<file path="config.mk">
export PLATFORM = sky130hd
export DESIGN_NAME = imm_decode_stage
export DESIGN_NICKNAME = d
export VERILOG_FILES = /design/src/rtl/imm_pkg.sv /design/src/rtl/imm_format_decode.sv /design/src/rtl/imm_decode_stage.sv
export SDC_FILE = /design/constraint.sdc
export NUM_CORES = 1
export LEC_CHECK = 0
export BUFFER_PORTS_ARGS = -buffer_cell sky130_fd_sc_hd__buf_2
export CORE_UTILIZATION = 55
export CTS_CLUSTER_DIAMETER = 30
export DETAILED_ROUTE_END_ITERATION = 7
export HOLD_SLACK_MARGIN = 0.15
export PLACE_DENSITY = 0.76
export SETUP_SLACK_MARGIN = 0.15
export SLEW_MARGIN = 20
export SYNTH_ARGS = -nofsm -noshare
export SYNTH_HDL_FRONTEND = slang
export SYNTH_SLANG_ARGS = --single-unit
</file>
<file path="constraint.sdc">
create_clock -name clk -period 5 [get_ports clk]
set_input_delay 0.5 -clock clk [delete_from_list [all_inputs] [get_ports clk]]
set_output_delay 0.5 -clock clk [all_outputs]
set_load 0.01 [all_outputs]
</file>
<file path="src/rtl/imm_pkg.sv">
// rtl/imm_pkg.sv - immediate format codes, RV32 opcode constants and skid-buffer states
package imm_pkg;

    typedef enum logic [2:0] {
        FMT_I    = 3'd0,
        FMT_S    = 3'd1,
        FMT_B    = 3'd2,
        FMT_U    = 3'd3,
        FMT_J    = 3'd4,
        FMT_NONE = 3'd5
    } imm_fmt_e;

    localparam logic [6:0] OP_IMM    = 7'b0010011;
    localparam logic [6:0] OP_LOAD   = 7'b0000011;
    localparam logic [6:0] OP_JALR   = 7'b1100111;
    localparam logic [6:0] OP_STORE  = 7'b0100011;
    localparam logic [6:0] OP_BRANCH = 7'b1100011;
    localparam logic [6:0] OP_LUI    = 7'b0110111;
    localparam logic [6:0] OP_AUIPC  = 7'b0010111;
    localparam logic [6:0] OP_JAL    = 7'b1101111;

    typedef enum logic [1:0] {
        ST_EMPTY = 2'd0,
        ST_ONE   = 2'd1,
        ST_TWO   = 2'd2
    } skid_state_e;

endpackage

</file>
<file path="src/rtl/imm_format_decode.sv">
// rtl/imm_format_decode.sv - combinational RV32 immediate extraction and sign extension to XLEN
module imm_format_decode
    import imm_pkg::*;
#(
    parameter int XLEN = 32
) (
    input  logic [31:0]     instr,
    output logic [XLEN-1:0] imm,
    output imm_fmt_e        fmt,
    output logic            illegal
);

    logic [31:0] imm32;

    always_comb begin
        imm32   = 32'd0;
        fmt     = FMT_NONE;
        illegal = 1'b0;
        case (instr[6:0])
            OP_IMM, OP_LOAD, OP_JALR: begin
                imm32 = {{20{instr[31]}}, instr[31:20]};
                fmt   = FMT_I;
            end
            OP_STORE: begin
                imm32 = {{20{instr[31]}}, instr[31:25], instr[11:7]};
                fmt   = FMT_S;
            end
            OP_BRANCH: begin
                imm32 = {{19{instr[31]}}, instr[31], instr[7], instr[30:25], instr[11:8], 1'b0};
                fmt   = FMT_B;
            end
            OP_LUI, OP_AUIPC: begin
                imm32 = {instr[31:12], 12'd0};
                fmt   = FMT_U;
            end
            OP_JAL: begin
                imm32 = {{11{instr[31]}}, instr[31], instr[19:12], instr[20], instr[30:21], 1'b0};
                fmt   = FMT_J;
            end
            default: begin
                illegal = 1'b1;
            end
        endcase
    end

    // Every 32-bit form already carries instr[31] in bit 31, so widening just replicates it.
    always_comb begin
        imm        = {XLEN{imm32[31]}};
        imm[31:0]  = imm32;
    end

endmodule

</file>
<file path="src/rtl/imm_decode_stage.sv">
// rtl/imm_decode_stage.sv - immediate decode stage with 2-entry skid buffer; IMMGEN_STATS_EN adds illegal_count
module imm_decode_stage
    import imm_pkg::*;
#(
    parameter int XLEN = 32
) (
    input  logic            clk,
    input  logic            reset,
    input  logic            flush,
    input  logic            in_valid,
    output logic            in_ready,
    input  logic [31:0]     instr,
    output logic            out_valid,
    input  logic            out_ready,
    output logic [XLEN-1:0] imm,
    output imm_fmt_e        fmt,
    output logic            illegal
`ifdef IMMGEN_STATS_EN
    ,
    output logic [15:0]     illegal_count
`endif
);

    logic [XLEN-1:0] dec_imm;
    imm_fmt_e        dec_fmt;
    logic            dec_illegal;

    imm_format_decode #(
        .XLEN (XLEN)
    ) u_decode (
        .instr   (instr),
        .imm     (dec_imm),
        .fmt     (dec_fmt),
        .illegal (dec_illegal)
    );

    skid_state_e     state_q, state_d;
    logic            in_ready_q;
    logic            out_valid_q;
    logic [XLEN-1:0] out_imm_q, skid_imm_q;
    imm_fmt_e        out_fmt_q, skid_fmt_q;
    logic            out_ill_q, skid_ill_q;

    logic in_fire;
    logic out_fire;
    logic load_out_dec;
    logic load_out_skid;
    logic load_skid;

    assign in_fire  = in_valid && in_ready_q;
    assign out_fire = out_valid_q && out_ready;

    always_comb begin
        state_d       = state_q;
        load_out_dec  = 1'b0;
        load_out_skid = 1'b0;
        load_skid     = 1'b0;
        case (state_q)
            ST_EMPTY: begin
                if (in_fire) begin
                    state_d      = ST_ONE;
                    load_out_dec = 1'b1;
                end
            end
            ST_ONE: begin
                if (in_fire && !out_fire) begin
                    state_d   = ST_TWO;
                    load_skid = 1'b1;
                end else if (out_fire && !in_fire) begin
                    state_d = ST_EMPTY;
                end else if (in_fire && out_fire) begin
                    load_out_dec = 1'b1;
                end
            end
            ST_TWO: begin
                if (out_fire) begin
                    state_d       = ST_ONE;
                    load_out_skid = 1'b1;
                end
            end
            default: begin
                state_d = ST_EMPTY;
            end
        endcase
        // Flush wins over any transfer in the same cycle, including the word on the input.
        if (flush) begin
            state_d       = ST_EMPTY;
            load_out_dec  = 1'b0;
            load_out_skid = 1'b0;
            load_skid     = 1'b0;
        end
    end

    always_ff @(posedge clk or posedge reset) begin
        if (reset) begin
            state_q     <= ST_EMPTY;
            in_ready_q  <= 1'b1;
            out_valid_q <= 1'b0;
            out_imm_q   <= '0;
            out_fmt_q   <= FMT_NONE;
            out_ill_q   <= 1'b0;
            skid_imm_q  <= '0;
            skid_fmt_q  <= FMT_NONE;
            skid_ill_q  <= 1'b0;
        end else begin
            state_q     <= state_d;
            in_ready_q  <= (state_d != ST_TWO);
            out_valid_q <= (state_d != ST_EMPTY);
            if (flush) begin
                out_imm_q <= '0;
                out_fmt_q <= FMT_NONE;
                out_ill_q <= 1'b0;
            end else if (load_out_dec) begin
                out_imm_q <= dec_imm;
                out_fmt_q <= dec_fmt;
                out_ill_q <= dec_illegal;
            end else if (load_out_skid) begin
                out_imm_q <= skid_imm_q;
                out_fmt_q <= skid_fmt_q;
                out_ill_q <= skid_ill_q;
            end
            if (load_skid) begin
                skid_imm_q <= dec_imm;
                skid_fmt_q <= dec_fmt;
                skid_ill_q <= dec_illegal;
            end
        end
    end

    assign in_ready  = in_ready_q;
    assign out_valid = out_valid_q;
    assign imm       = out_imm_q;
    assign fmt       = out_fmt_q;
    assign illegal   = out_ill_q;

`ifdef IMMGEN_STATS_EN
    logic [15:0] illegal_cnt_q, illegal_cnt_d;

    // Only reset clears the count; a flushed input word was never accepted.
    always_comb begin
        illegal_cnt_d = illegal_cnt_q;
        if (in_fire && !flush && dec_illegal && (illegal_cnt_q != 16'hFFFF)) begin
            illegal_cnt_d = illegal_cnt_q + 16'd1;
        end
    end

    always_ff @(posedge clk or posedge reset) begin
        if (reset) begin
            illegal_cnt_q <= 16'd0;
        end else begin
            illegal_cnt_q <= illegal_cnt_d;
        end
    end

    assign illegal_count = illegal_cnt_q;
`endif

endmodule

</file>
==> results.md <==
- The run finished with clean final reports.
- The number of gates resized after CTS was 0.
- The tool flagged a number of max-cap violations equal to 0.
- The area after detailed placement is 4230 sq um.
- The worst setup path startpoint is in_ready.
- For flop-to-flop paths, the worst setup slack is 2.33 ns.
- The cell count after synthesis is 409.
- Setup repair after global routing left no endpoint under its margin.
- The final critical-path required period is 2.67 ns.
- In the layout the commonest cells are 75 x nand2_1, 74 x buf_2, 71 x dfrtp_1.
- The number of levels in the clock H-tree is 3.
- The sequential cell area in the final layout is 1910 sq um.
- The origin of the critical flop-to-flop path is in_ready.
- The achievable clock frequency is 375 MHz.
- The maximum VDD drop is 0.000269 V.
- The clock tree buffer depth is 2.
- The die is 86.1 microns wide.
- The number of nets in the synthesized netlist is 446.
- The cell area after synthesis is 3890 sq um.
- After detailed routing, the number of vias per cell comes to 5.72.
- At the worst endpoint, the arrival time is 2.88 ns.
- The post-route core utilization is 0.653.
- Relative to the synthesized area, the layout overhead comes to 14.2%.
- Among all flip-flop cells after synthesis, the most frequent one is dfrtp_1.
- The number of synthesized flops with an enable pin is 0.
- In the final layout, the share of cells above drive strength 1 is 0.288.
- The number of buffers created by CTS is 9.
- In this run the core area contains 30 standard-cell rows.
- For this design, the sink count on the clock tree is 76.
- For the final database, setup skew stands at 0.0126 ns.
- The max-slew violation count is 0.
- In this run the power density over the cells is 405 nW/um^2.
- The hold buffer count at cts is 0.
- The layout has 593 filler cells.
- The number of iterations in the first detailed-routing pass is 5.
- The clock transition at the registers of the reported paths is 0.08 ns.
- The share of the Yosys chip area taken by registers is 0.491.
- At the end of the flow, the number of nets in the layout was 506.
- The area of the die is 7410 sq um.
- The actual slew at the worst max-slew pin is 1.12 ns.
- The total setup violations reported at the end of the flow is 0.
- At the later pin of the worst-skew pair, clock insertion delay measures 0.34 ns.
- The number of setup buffers added after CTS is 0.
- The TritonCTS clock tree is built.
- The wire length of the first global-routing pass is 15,100 microns.
- In this run the tightest slew margin relative to its limit is 0.251.
- Wires add up to 8960 microns.
- Dividing the synthesized area by the synthesized cell count gives 9.50 sq um.
- Summed over all failing endpoints, the final setup total negative slack is 0 ns.
- The number of global-route vias before repair is 3,066.
- The via count is 3,247.
- In the finished design, the share of the clock period the worst path needs comes to 0.534.
- The worst register-to-register path ends at imm[31].
- The antenna violation net count after detailed routing is 0.
- In this run the worst hold path is classified as in2async.
- The congestion estimate from routability-driven global placement came to 0.912.
- The post-route DRC violation count is 0.
- The maximum number of pins on one net before global-route repair is 51.
- The worst setup path is captured at a flop.
- The count of routing violations after the opening detailed-route iteration is 234.
- The count of buffers added on input and output ports is 74.
- The core box area is 6790 sq um.
- The multi-input combinational cells in the finished layout cover a total of 1800 sq um.
- During I/O placement, the number of pins put on the boundary was 75.
- The cell chosen for the clock root is clkbuf_8.
- The post-synthesis register bit count is 76.
- After global routing the overflow that remains totals 0.
- For this configuration, the core starts out at a cell density of 0.572.
- Counting cells, the worst reg-to-reg path comes to 4.
- In this run the worst path has a maximum fanout of 20.
- The number of antenna violations at the first check in global routing is 0.
- The category of the critical setup timing path is reg2reg.
- The leakage power summed over all cells is 2.04 nW.
- Summing all non-filler instances in the final layout gives an area of 4440 sq um.
- During synthesis, Yosys emitted a total of 0 warnings.
- The fraction of registers with async set or reset after synthesis is 1.00.
- The final worst hold slack is 0.208 ns.
- STA classifies the critical path startpoint as a flop.
- After detailed routing, the average wire length per cell comes to 15.8 microns.
- The number of hold violations in the final report is 0.
- The overall die height is 86.1 microns.
- The all-layer global routing usage is 0.264.
- The antenna diode count is 0.
- The required arrival time at the worst endpoint is 5.21 ns.
- The most common cell after layout, fill and taps aside is nand2_1.
- Counting distinct cell types in the post-synthesis netlist gives 53.
- Detailed placement finished with a half-perimeter wire length of 6130 microns.
-- cells in the mapped netlist, drive strengths merged (3+ instances only) --
cell type  number  share of area
dfstp           5          0.034
buf            17          0.032
nand3           8          0.010
a21o            3         0.0097
nand4b          7          0.016
dfrtp          71           0.46
mux2i           3         0.0077
clkbuf         10         0.0097
nand2b          5         0.0080
nand2          75          0.072
a21oi          46          0.071
nand3b         10          0.020
nor2           58          0.058
a221oi          6          0.014
nor3            9          0.014
inv             5         0.0048
o21ai          15          0.019
o211ai          6          0.015
o31ai          20          0.054
a22oi           4         0.0077
-- kinds of logic after synthesis --
kind of cell | share of synthesized area
and+or+nand+nor | 0.227
AOI/OAI and AO/OA | 0.225
DFF | 0.491
buffers and inverters | 0.0460
muxes | 0.0116
-- metrics by stage --
stage	total power (W)	setup WS, ns	std cells
floorplan	0.00117	2.57	409
global placement	0.00130	2.43	554
detailed placement	0.00131	2.35	554
CTS	0.00180	2.39	568
global route	0.00190	2.17	568
finish	0.00180	2.33	568
-- critical path, stage by stage (launching register included) --
cell	delay, ns
dfstp_2	0.57
nand3b_2	0.22
o211ai_4	0.51
nand2b_1	0.68
o32ai_1	0.55
-- per-layer routing --
metal,up-vias,track usage,wire (microns)
met4,0,0.0970,117
met2,80,0.409,4320
li1,1566,-,-
met3,11,0.0366,329
met1,1590,0.380,4190
met5,-,0,0
-- cell type report --
type | instances | share of cell area
clock buffers | 9 | 0.0279
well taps | 96 | 0.0271
flip-flops and latches | 76 | 0.430
clock inverters | 5 | 0.0178
inverters | 5 | 0.00423
repair buffers | 76 | 0.0868
multi-input cells | 301 | 0.406
-- worst max-delay path by stage --
stage               slack (ns)      end
floorplan                 2.57   fmt[1]
global placement          2.43  imm[10]
detailed placement        2.35  imm[31]
CTS                       2.39  imm[31]
global route              2.17  imm[31]
finish                    2.33  imm[31]
-- report_power, final --
part | switching (W) | internal (W)
Clock | 0.000220 | 0.000275
Sequential | 0.0000815 | 0.000769
Combinational | 0.000276 | 0.000177
Total | 0.000578 | 0.00122
-- state kept, by name, indices dropped and copies added, names as in the netlist --
register / cells
out_valid: 1
skid_fmt_q: 3
state_q: 2
imm: 32
skid_imm_q: 32
in_ready: 1
fmt: 3
skid_ill_q: 1
illegal: 1
Power figures use the tool's default switching activity.
